[config.mk]
export PLATFORM = sky130hd
export DESIGN_NAME = fifo_stream_drain
export DESIGN_NICKNAME = d
export VERILOG_FILES = /design/src/rtl/fifo_stream_drain.sv
export SDC_FILE = /design/constraint.sdc
export NUM_CORES = 1
export LEC_CHECK = 0
export ABC_CLOCK_PERIOD_IN_PS = 2700
export BUFFER_PORTS_ARGS = -buffer_cell sky130_fd_sc_hd__buf_4
export CAP_MARGIN = 15
export CORE_UTILIZATION = 35
export DETAILED_ROUTE_END_ITERATION = 8
export PLACE_DENSITY_LB_ADDON = 0.12
export SYNTH_ARGS = -nofsm -noshare
export SYNTH_HDL_FRONTEND = slang
export SYNTH_SLANG_ARGS = --single-unit
export TNS_END_PERCENT = 50
[constraint.sdc]
create_clock -name clk -period 2.7 [get_ports clk]
set_input_delay 0.27 -clock clk [delete_from_list [all_inputs] [get_ports clk]]
set_output_delay 0.27 -clock clk [all_outputs]
set_load 0.005 [all_outputs]
[src/rtl/fifo_stream_drain.sv]
// Purpose: turns the synchronous FIFO's pull port into a valid/ready push stream, with run/drain control.
// Latency: 2 cycles from the first fifo_rd_en to m_valid (issue, capture, visible); 1 beat/cycle sustained.
// Backpressure: m_ready low holds m_data; reads are throttled so buffered + in-flight words never exceed BUF_DEPTH.
// Optional statistics counters (beat_count, stall_count) are built when FIFO_DRAIN_STATS_EN is defined.
module fifo_stream_drain #(
    parameter int DATA_WIDTH = 16,
    parameter int BUF_DEPTH  = 2,
    parameter int CNT_WIDTH  = 32
) (
    input  logic                  clk,
    input  logic                  rst_n,
    input  logic                  enable,
    output logic                  fifo_rd_en,
    input  logic [DATA_WIDTH-1:0] fifo_data_out,
    input  logic                  fifo_empty,
    output logic                  m_valid,
    input  logic                  m_ready,
    output logic [DATA_WIDTH-1:0] m_data,
    output logic                  busy,
`ifdef FIFO_DRAIN_STATS_EN
    output logic [CNT_WIDTH-1:0]  beat_count,
    output logic [CNT_WIDTH-1:0]  stall_count,
`endif
    output logic                  drain_done
);

    localparam int PTR_W = (BUF_DEPTH > 1) ? $clog2(BUF_DEPTH) : 1;
    localparam int OCC_W = PTR_W + 1;
    localparam int PND_W = OCC_W + 1;

    typedef enum logic [1:0] {
        IDLE  = 2'd0,
        RUN   = 2'd1,
        DRAIN = 2'd2
    } state_t;

    state_t                  state_q, state_d;
    logic                    drain_done_q, drain_done_d;
    logic [OCC_W-1:0]        occ_q, occ_d;
    logic [PTR_W-1:0]        wr_ptr_q, wr_ptr_d;
    logic [PTR_W-1:0]        rd_ptr_q, rd_ptr_d;
    logic                    inflight_q, inflight_d;
    logic [DATA_WIDTH-1:0]   mem_q [BUF_DEPTH];

    logic                    pop;
    logic                    capture;
    logic [PND_W-1:0]        pending;

    // Read issue: buffered + in-flight words after this cycle's pop must leave room for one more.
    // Gating on enable stops fetching in the very cycle enable is seen low.
    always_comb begin
        pop        = (occ_q != '0) && m_ready;
        capture    = inflight_q;
        pending    = PND_W'(occ_q) + PND_W'(inflight_q) - PND_W'(pop);
        fifo_rd_en = (state_q == RUN) && enable && !fifo_empty
                     && (pending < PND_W'(BUF_DEPTH));
    end

    // Next-state of the skid buffer bookkeeping; a capture and pop together leave occupancy unchanged.
    always_comb begin
        occ_d      = occ_q + OCC_W'(capture) - OCC_W'(pop);
        wr_ptr_d   = capture ? wr_ptr_q + PTR_W'(1) : wr_ptr_q;
        rd_ptr_d   = pop ? rd_ptr_q + PTR_W'(1) : rd_ptr_q;
        inflight_d = fifo_rd_en;
    end

    // Buffer state and storage; reset drops buffered and in-flight words at once.
    always_ff @(posedge clk or negedge rst_n) begin
        if (!rst_n) begin
            occ_q      <= '0;
            wr_ptr_q   <= '0;
            rd_ptr_q   <= '0;
            inflight_q <= 1'b0;
            for (int i = 0; i < BUF_DEPTH; i++) begin
                mem_q[i] <= '0;
            end
        end else begin
            occ_q      <= occ_d;
            wr_ptr_q   <= wr_ptr_d;
            rd_ptr_q   <= rd_ptr_d;
            inflight_q <= inflight_d;
            if (capture) begin
                mem_q[wr_ptr_q] <= fifo_data_out;
            end
        end
    end

    // Run/drain control; drain completes once nothing is buffered or in flight after this cycle's pop.
    always_comb begin
        state_d      = state_q;
        drain_done_d = 1'b0;
        case (state_q)
            IDLE: begin
                if (enable) state_d = RUN;
            end
            RUN: begin
                if (!enable) state_d = DRAIN;
            end
            DRAIN: begin
                if (enable) begin
                    state_d = RUN;
                end else if (!inflight_q &&
                             ((occ_q == '0) || ((occ_q == OCC_W'(1)) && pop))) begin
                    state_d      = IDLE;
                    drain_done_d = 1'b1;
                end
            end
            default: state_d = IDLE;
        endcase
    end

    // FSM register with registered completion pulse.
    always_ff @(posedge clk or negedge rst_n) begin
        if (!rst_n) begin
            state_q      <= IDLE;
            drain_done_q <= 1'b0;
        end else begin
            state_q      <= state_d;
            drain_done_q <= drain_done_d;
        end
    end

    // Stream outputs come straight from buffer state.
    always_comb begin
        m_valid    = (occ_q != '0);
        m_data     = mem_q[rd_ptr_q];
        busy       = (occ_q != '0) || inflight_q;
        drain_done = drain_done_q;
    end

`ifdef FIFO_DRAIN_STATS_EN
    logic [CNT_WIDTH-1:0] beat_count_q, beat_count_d;
    logic [CNT_WIDTH-1:0] stall_count_q, stall_count_d;
    logic                 run_start;

    // Saturating beat/stall counters, cleared when a new run begins.
    always_comb begin
        run_start     = (state_q == IDLE) && (state_d == RUN);
        beat_count_d  = beat_count_q;
        stall_count_d = stall_count_q;
        if (run_start) begin
            beat_count_d  = '0;
            stall_count_d = '0;
        end else begin
            if (pop && (beat_count_q != '1)) begin
                beat_count_d = beat_count_q + CNT_WIDTH'(1);
            end
            if (m_valid && !m_ready && (stall_count_q != '1)) begin
                stall_count_d = stall_count_q + CNT_WIDTH'(1);
            end
        end
    end

    // Counter registers.
    always_ff @(posedge clk or negedge rst_n) begin
        if (!rst_n) begin
            beat_count_q  <= '0;
            stall_count_q <= '0;
        end else begin
            beat_count_q  <= beat_count_d;
            stall_count_q <= stall_count_d;
        end
    end

    // Counter outputs.
    always_comb begin
        beat_count  = beat_count_q;
        stall_count = stall_count_q;
    end
`endif

endmodule

Yosys cells after proc, flatten, opt, wreduce, memory -nomap -nowiden. Index checks and enable logic that the tools add are counted.

$add $sub $neg: 6. $lt $le $gt $ge: 4. Equal/unequal tests: 6. Muxes and demuxes: 14. Bitwise logic cells: 2. Reductions and logical operators: 15.

Operators by type and width (count): 16-bit two-way mux (4); 32-bit bitwise mux (1); 16-bit demux with 1-bit select (1); 2-bit two-way mux (4); 1-bit logical AND (7); 2-bit case mux with 3 select lines (1); 2-bit by 1-bit equality test with 1-bit output (second input constant) (2); 2-bit >= comparator (second input constant) (2); 2-bit logical NOT (2); 2-bit != test (second input constant) (2); 1-bit NOT with 2-bit output (2); 2-bit by 1-bit adder with 3-bit output (1); 3-bit by 2-bit less-than comparator with 1-bit output (second input constant) (1); 1-bit two-way mux (3); 3-bit != test (second input constant) (1); 3-bit AND reduction (1); 3-bit by 1-bit subtractor with 3-bit output (1); 1-bit adder (second input constant) (2); 2-bit by 1-bit adder with 2-bit output (1); 2-bit equality test (second input constant) (1); 1-bit logical NOT (2); 1-bit logical OR (2); 2-bit by 1-bit less-than comparator with 1-bit output (second input constant) (1); 2-bit nonzero test (1); 2-bit by 1-bit subtractor with 2-bit output (1).

Register bits after elaboration: 40.

Logic depth before layout (Yosys ltp).
Depth after elaboration: 8. Depth in mapped cells: 9. Depth with buffers taken out: 9.

Least setup slack after synthesis. No wires, ideal clock.

Kind: flip-flop to output port. From: reg occ_q[0]. To: out fifo_rd_en. Arrival time: 2.195 ns. Data required time: 2.430 ns. Path slack: 0.235 ns. Stages on the path, launching flop included: 10. Path buffers: 0. Path through: dfrtp_1 > or2_2 > and2_1 > ha_1 > inv_1 > ha_1 > fa_1 > xor2_1 > nand2_1 > nor4_1.

Longest elaborated chain between the ends: 5.

Ends and longest elaborated chain: from (decl) (line 39) `logic [OCC_W-1:0] occ_q, occ_d;`; from (signal assigned) (line 70) `occ_q <= '0;`; from (signal assigned) (line 78) `occ_q <= occ_d;`; 2-bit nonzero test; net m_valid (line 16) `output logic m_valid,`; 1-bit logical AND (line 52) `pop = (occ_q != '0) && m_ready;`; net pop (line 45) `logic pop;`; 3-bit by 1-bit subtractor with 3-bit output (line 54) `pending = PND_W'(occ_q) + PND_W'(inflight_q) - PND_W'(pop);`; 3-bit by 2-bit less-than comparator with 1-bit output (line 56) `&& (pending < PND_W'(BUF_DEPTH));`; 1-bit logical AND (line 56); to (decl) (line 13) `output logic fifo_rd_en,`.

The timed path passes the listed nets, and every way through them passes these cells.

Worst setup path after layout.
From: reg occ_q[0]. To: out fifo_rd_en.

Longest elaborated chain between the ends: 5.

Ends and longest elaborated chain (line): 2-bit nonzero test (52); 1-bit logical AND (52); net pop (45); 3-bit by 1-bit subtractor with 3-bit output (54); 3-bit by 2-bit less-than comparator with 1-bit output (56); 1-bit logical AND (56).

The timed path passes the listed nets, and every way through them passes these cells.

==> run_results.csv <==
group,metric,value,unit
setup_path,worstPathArrival,2460,ps
global_route,grt_pass1_vias,1174,
placed_design,dp_hpwl,2.25,mm
timing,fin_ws,-28.2,ps
synthesis,synth_top_area_share,55.3,%
timing,fin_skew,3.46,ps
global_route,grt_pass1_wl,5.51,mm
cells_and_area,n_antenna_cell,0,
synthesis,ys_seq_elements,40,
global_route,antenna_found_initial,0,
floorplanning,ios,41,
setup_path,cp.required,2430,ps
hold_path,min_path_type,"input pin to flop",
synthesis,ys.warnings.count,0,
placed_design,pre_cts_slack,67.6,ps
run_status,violations,"negative setup slack",
synthesis,synth_top_family_by_area,"multiplexers",
clock_network,clkTransAtPathRegs,70,ps
synthesis,ys_seq_area_share,55.3,%
synthesis,synth_fa_ha_area_share,2.49,%
synthesis,postSynthCellCount,116,
cells_and_area,fillers,441,
power,p_switching,760,µW
power,pwr_density_cell,1130,nW/µm²
timing,min_period,2730,ps
cells_and_area,fin_cells,233,
floorplanning,die_y,73.9,µm
synthesis,syn_nets,140,
global_route,grt.total_usage,14.1,%
floorplanning,rows,25,
power,swShare,28.8,%
cells_and_area,areaGrowthSynthToFinish,29.2,%
floorplanning,core-area,4850,µm²
clock_network,cts-root-buf,"clkbuf_8",
power,p_int,1880,µW
synthesis,synthTopCellsByCount,"dfrtp_1, mux2_2, mux2_4, inv_1, xor2_1",
cells_and_area,drive_gt1_share,67.5,%
setup_path,end_kind,"primary output",
drt,routed_wl,3.47,mm
synthesis,syn_avg_cell_area,15.6,µm²
timing,fin_crit_sh,101,%
global_route,grt_max_degree,41,
synthesis,synth_xor_xnor_area_share,1.45,%
synthesis,synthFlopType,"dfrtp_1",
clock_network,cts_buffers,5,
synthesis,synthesis.area,1810,µm²
clock_network,cts_max_level,2,
synthesis,synth_edf_count,0,
clock_network,clock_sinks,40,
timing,finalHoldWorstSlack,213,ps
power,p_total,2640,µW
clock_network,cts_tree,"done",
power,leakagePower,0.00108,µW
setup_path,crit_type,"flop to primary output",
placed_design,place_area,2170,µm²
floorplanning,die_area,5460,µm²
timing,slew_headroom,48.8,%
clock_network,cts.path.max_buffers,2,
drt,vias,1107,
drt,route.detailed.drc,0,
timing,max_freq,367,MHz
synthesis,async_flop_share,100,%
drt,via_per_inst,4.75,
timing,setup_violations,1,
timing,slew_viol_final,0,
power,ir_worst_vdd,475,µV
run_status,status,"finished, violations left",
power,seqPwrFrac,40.8,%
cells_and_area,nets,189,
synthesis,synth_top_area_cell,"dfrtp_1",
power,clockPowerShare,15.0,%
drt,ant_nets,0,
global_route,grt_overflow,0,
job,max_cap_viol_count,0,
drt,firstDrtPassIters,4,
floorplanning,die_w,73.9,µm
synthesis,yosys.area_share.simple,3.46,%
drt,initialDrtViolationCount,39,
timing,worst_slew_pin_slew,768,ps
drt,wire_per_inst,14.9,µm
placed_design,dp_cells,221,
synthesis,ys_top_cells_by_area,"dfrtp_1, mux2_2, mux2_4, xor2_1, ha_1",
synthesis,ys_types,24,
timing,final_hold_viol_count,0,
setup_path,crit_fanout,2,
placed_design,globalplace.congestion,0.718,
clock_network,clkLatencyLatePin,280,ps
synthesis,synthMuxAreaShare,32.0,%
placed_design,portBuffers,40,
setup_path,start_kind,"flop",
floorplanning,initial_core_util,37.3,%
synthesis,synth-compound-area-share,2.01,%
cells_and_area,stdcell_area,2340,µm²
power,combPwrFrac,44.2,%
synthesis,synth.most_common_cell,"dfrtp_1",
timing,grt_setup_unrepaired,"true",
==> metrics by stage <==
| step | util [%] | setup TNS (ps) |
|---|---|---|
| 2_1_floorplan | - | 0 |
| 3_3_place_gp | 44.7 | 0 |
| 3_5_place_dp | 44.7 | 0 |
| 4_1_cts | 48.0 | -78.9 |
| 5_1_grt | 48.2 | -109 |
| 6_report | 48.2 | -28.2 |
==> cell families after synthesis <==
logic type,Yosys count
and+or+nand+nor,9
xor gates and xnor gates,3
AOI/OAI and AO/OA,4
buffers and inverters,9
DFF,40
muxes,48
adders and majority gates,3
==> final cells by class <==
class	count	area (µm²)	area share, %
Clock buffer	8	90.1	3.85
Multi-Input combinational cell	67	796	34.0
Timing Repair Buffer	46	348	14.9
Sequential cell	40	1000	42.8
Tap cell	67	83.8	3.59
Inverter	5	18.8	0.803
==> cell usage in the layout (no fill, tap or decap) <==
cell type      count
fa_2               1
and2_4             1
o22ai_1            1
buf_4             45
or3b_2             1
or3_2              1
clkbuf_8           6
a21boi_0           1
dlygate4sd3_1      1
ha_4               2
nand2b_1           1
nand2_2            1
nor2_4             1
mux2_4            10
nor4_4             1
dfrtp_1           40
nand2_1            1
a2111oi_2          1
a211oi_1           1
mux2_2            38
clkbuf_1           2
inv_2              2
or2_4              1
xor2_1             3
inv_1              3
==> worst max-delay path, cell delays in order (launching register included) <==
cell and delay, ps:
dfrtp_1 390, or2_4 260, and2_4 150, ha_4 260
inv_2 40, ha_4 150, fa_2 320, xor2_1 160
nand2_1 110, nor4_4 170, buf_4 160
==> path summary, 6_finish.rpt <==
check                                  startpoint                endpoint  slack [ps]  depth (start not counted)
max                            occ_q[0]$_DFF_PN0_              fifo_rd_en         -30                         10
min                                        enable  state_q[1]$_DFFE_PN0P_         210                          2
max reg2reg                    occ_q[0]$_DFF_PN0_       capture$_DFF_PN0_         480                         10
min reg2reg                state_q[1]$_DFFE_PN0P_  state_q[0]$_DFFE_PN0P_         480                          1
max in group asynchronous                   rst_n    mem_q[6]$_DFFE_PN0P_        1850                          2
min in group asynchronous                   rst_n   mem_q[29]$_DFFE_PN0P_         510                          2
==> per-layer routing <==
| layer | global-route usage [%] | vias to the layer above | wire length (µm) |
|---|---|---|---|
| met5 | 0 | - | 0 |
| met4 | 4.49 | 0 | 17 |
| met3 | 5.49 | 2 | 191 |
| met2 | 24.5 | 29 | 1840 |
| met1 | 15.8 | 572 | 1430 |
| li1 | - | 504 | - |
==> flip-flops by register name (all words and copies together) (netlist names) <==
| name | count |
|---|---|
| capture | 1 |
| drain_done | 1 |
| mem_q | 32 |
| occ_q | 2 |
| rd_ptr_q | 1 |
| state_q | 2 |
| wr_ptr_q | 1 |
==> power groups by stage <==
stage | registers, µW | logic [µW] | clock network, µW
after global placement | 1070 | 1060 | 0
after CTS | 1080 | 1150 | 420
final | 1080 | 1170 | 397
after detailed placement | 1090 | 1080 | 0
after floorplan | 1000 | 688 | 0
after global routing | 1120 | 1260 | 443
==> timing repair <==
item / CTS / global route
buffers inserted: 3 / 0
hold buffers: 1 / 0
gates resized for setup: 7 / 2
setup endpoints to repair: 1 / 1
endpoints found under the hold margin: 40 / 0
pin swaps: 5 / 6
Power figures use the tool's default switching activity.
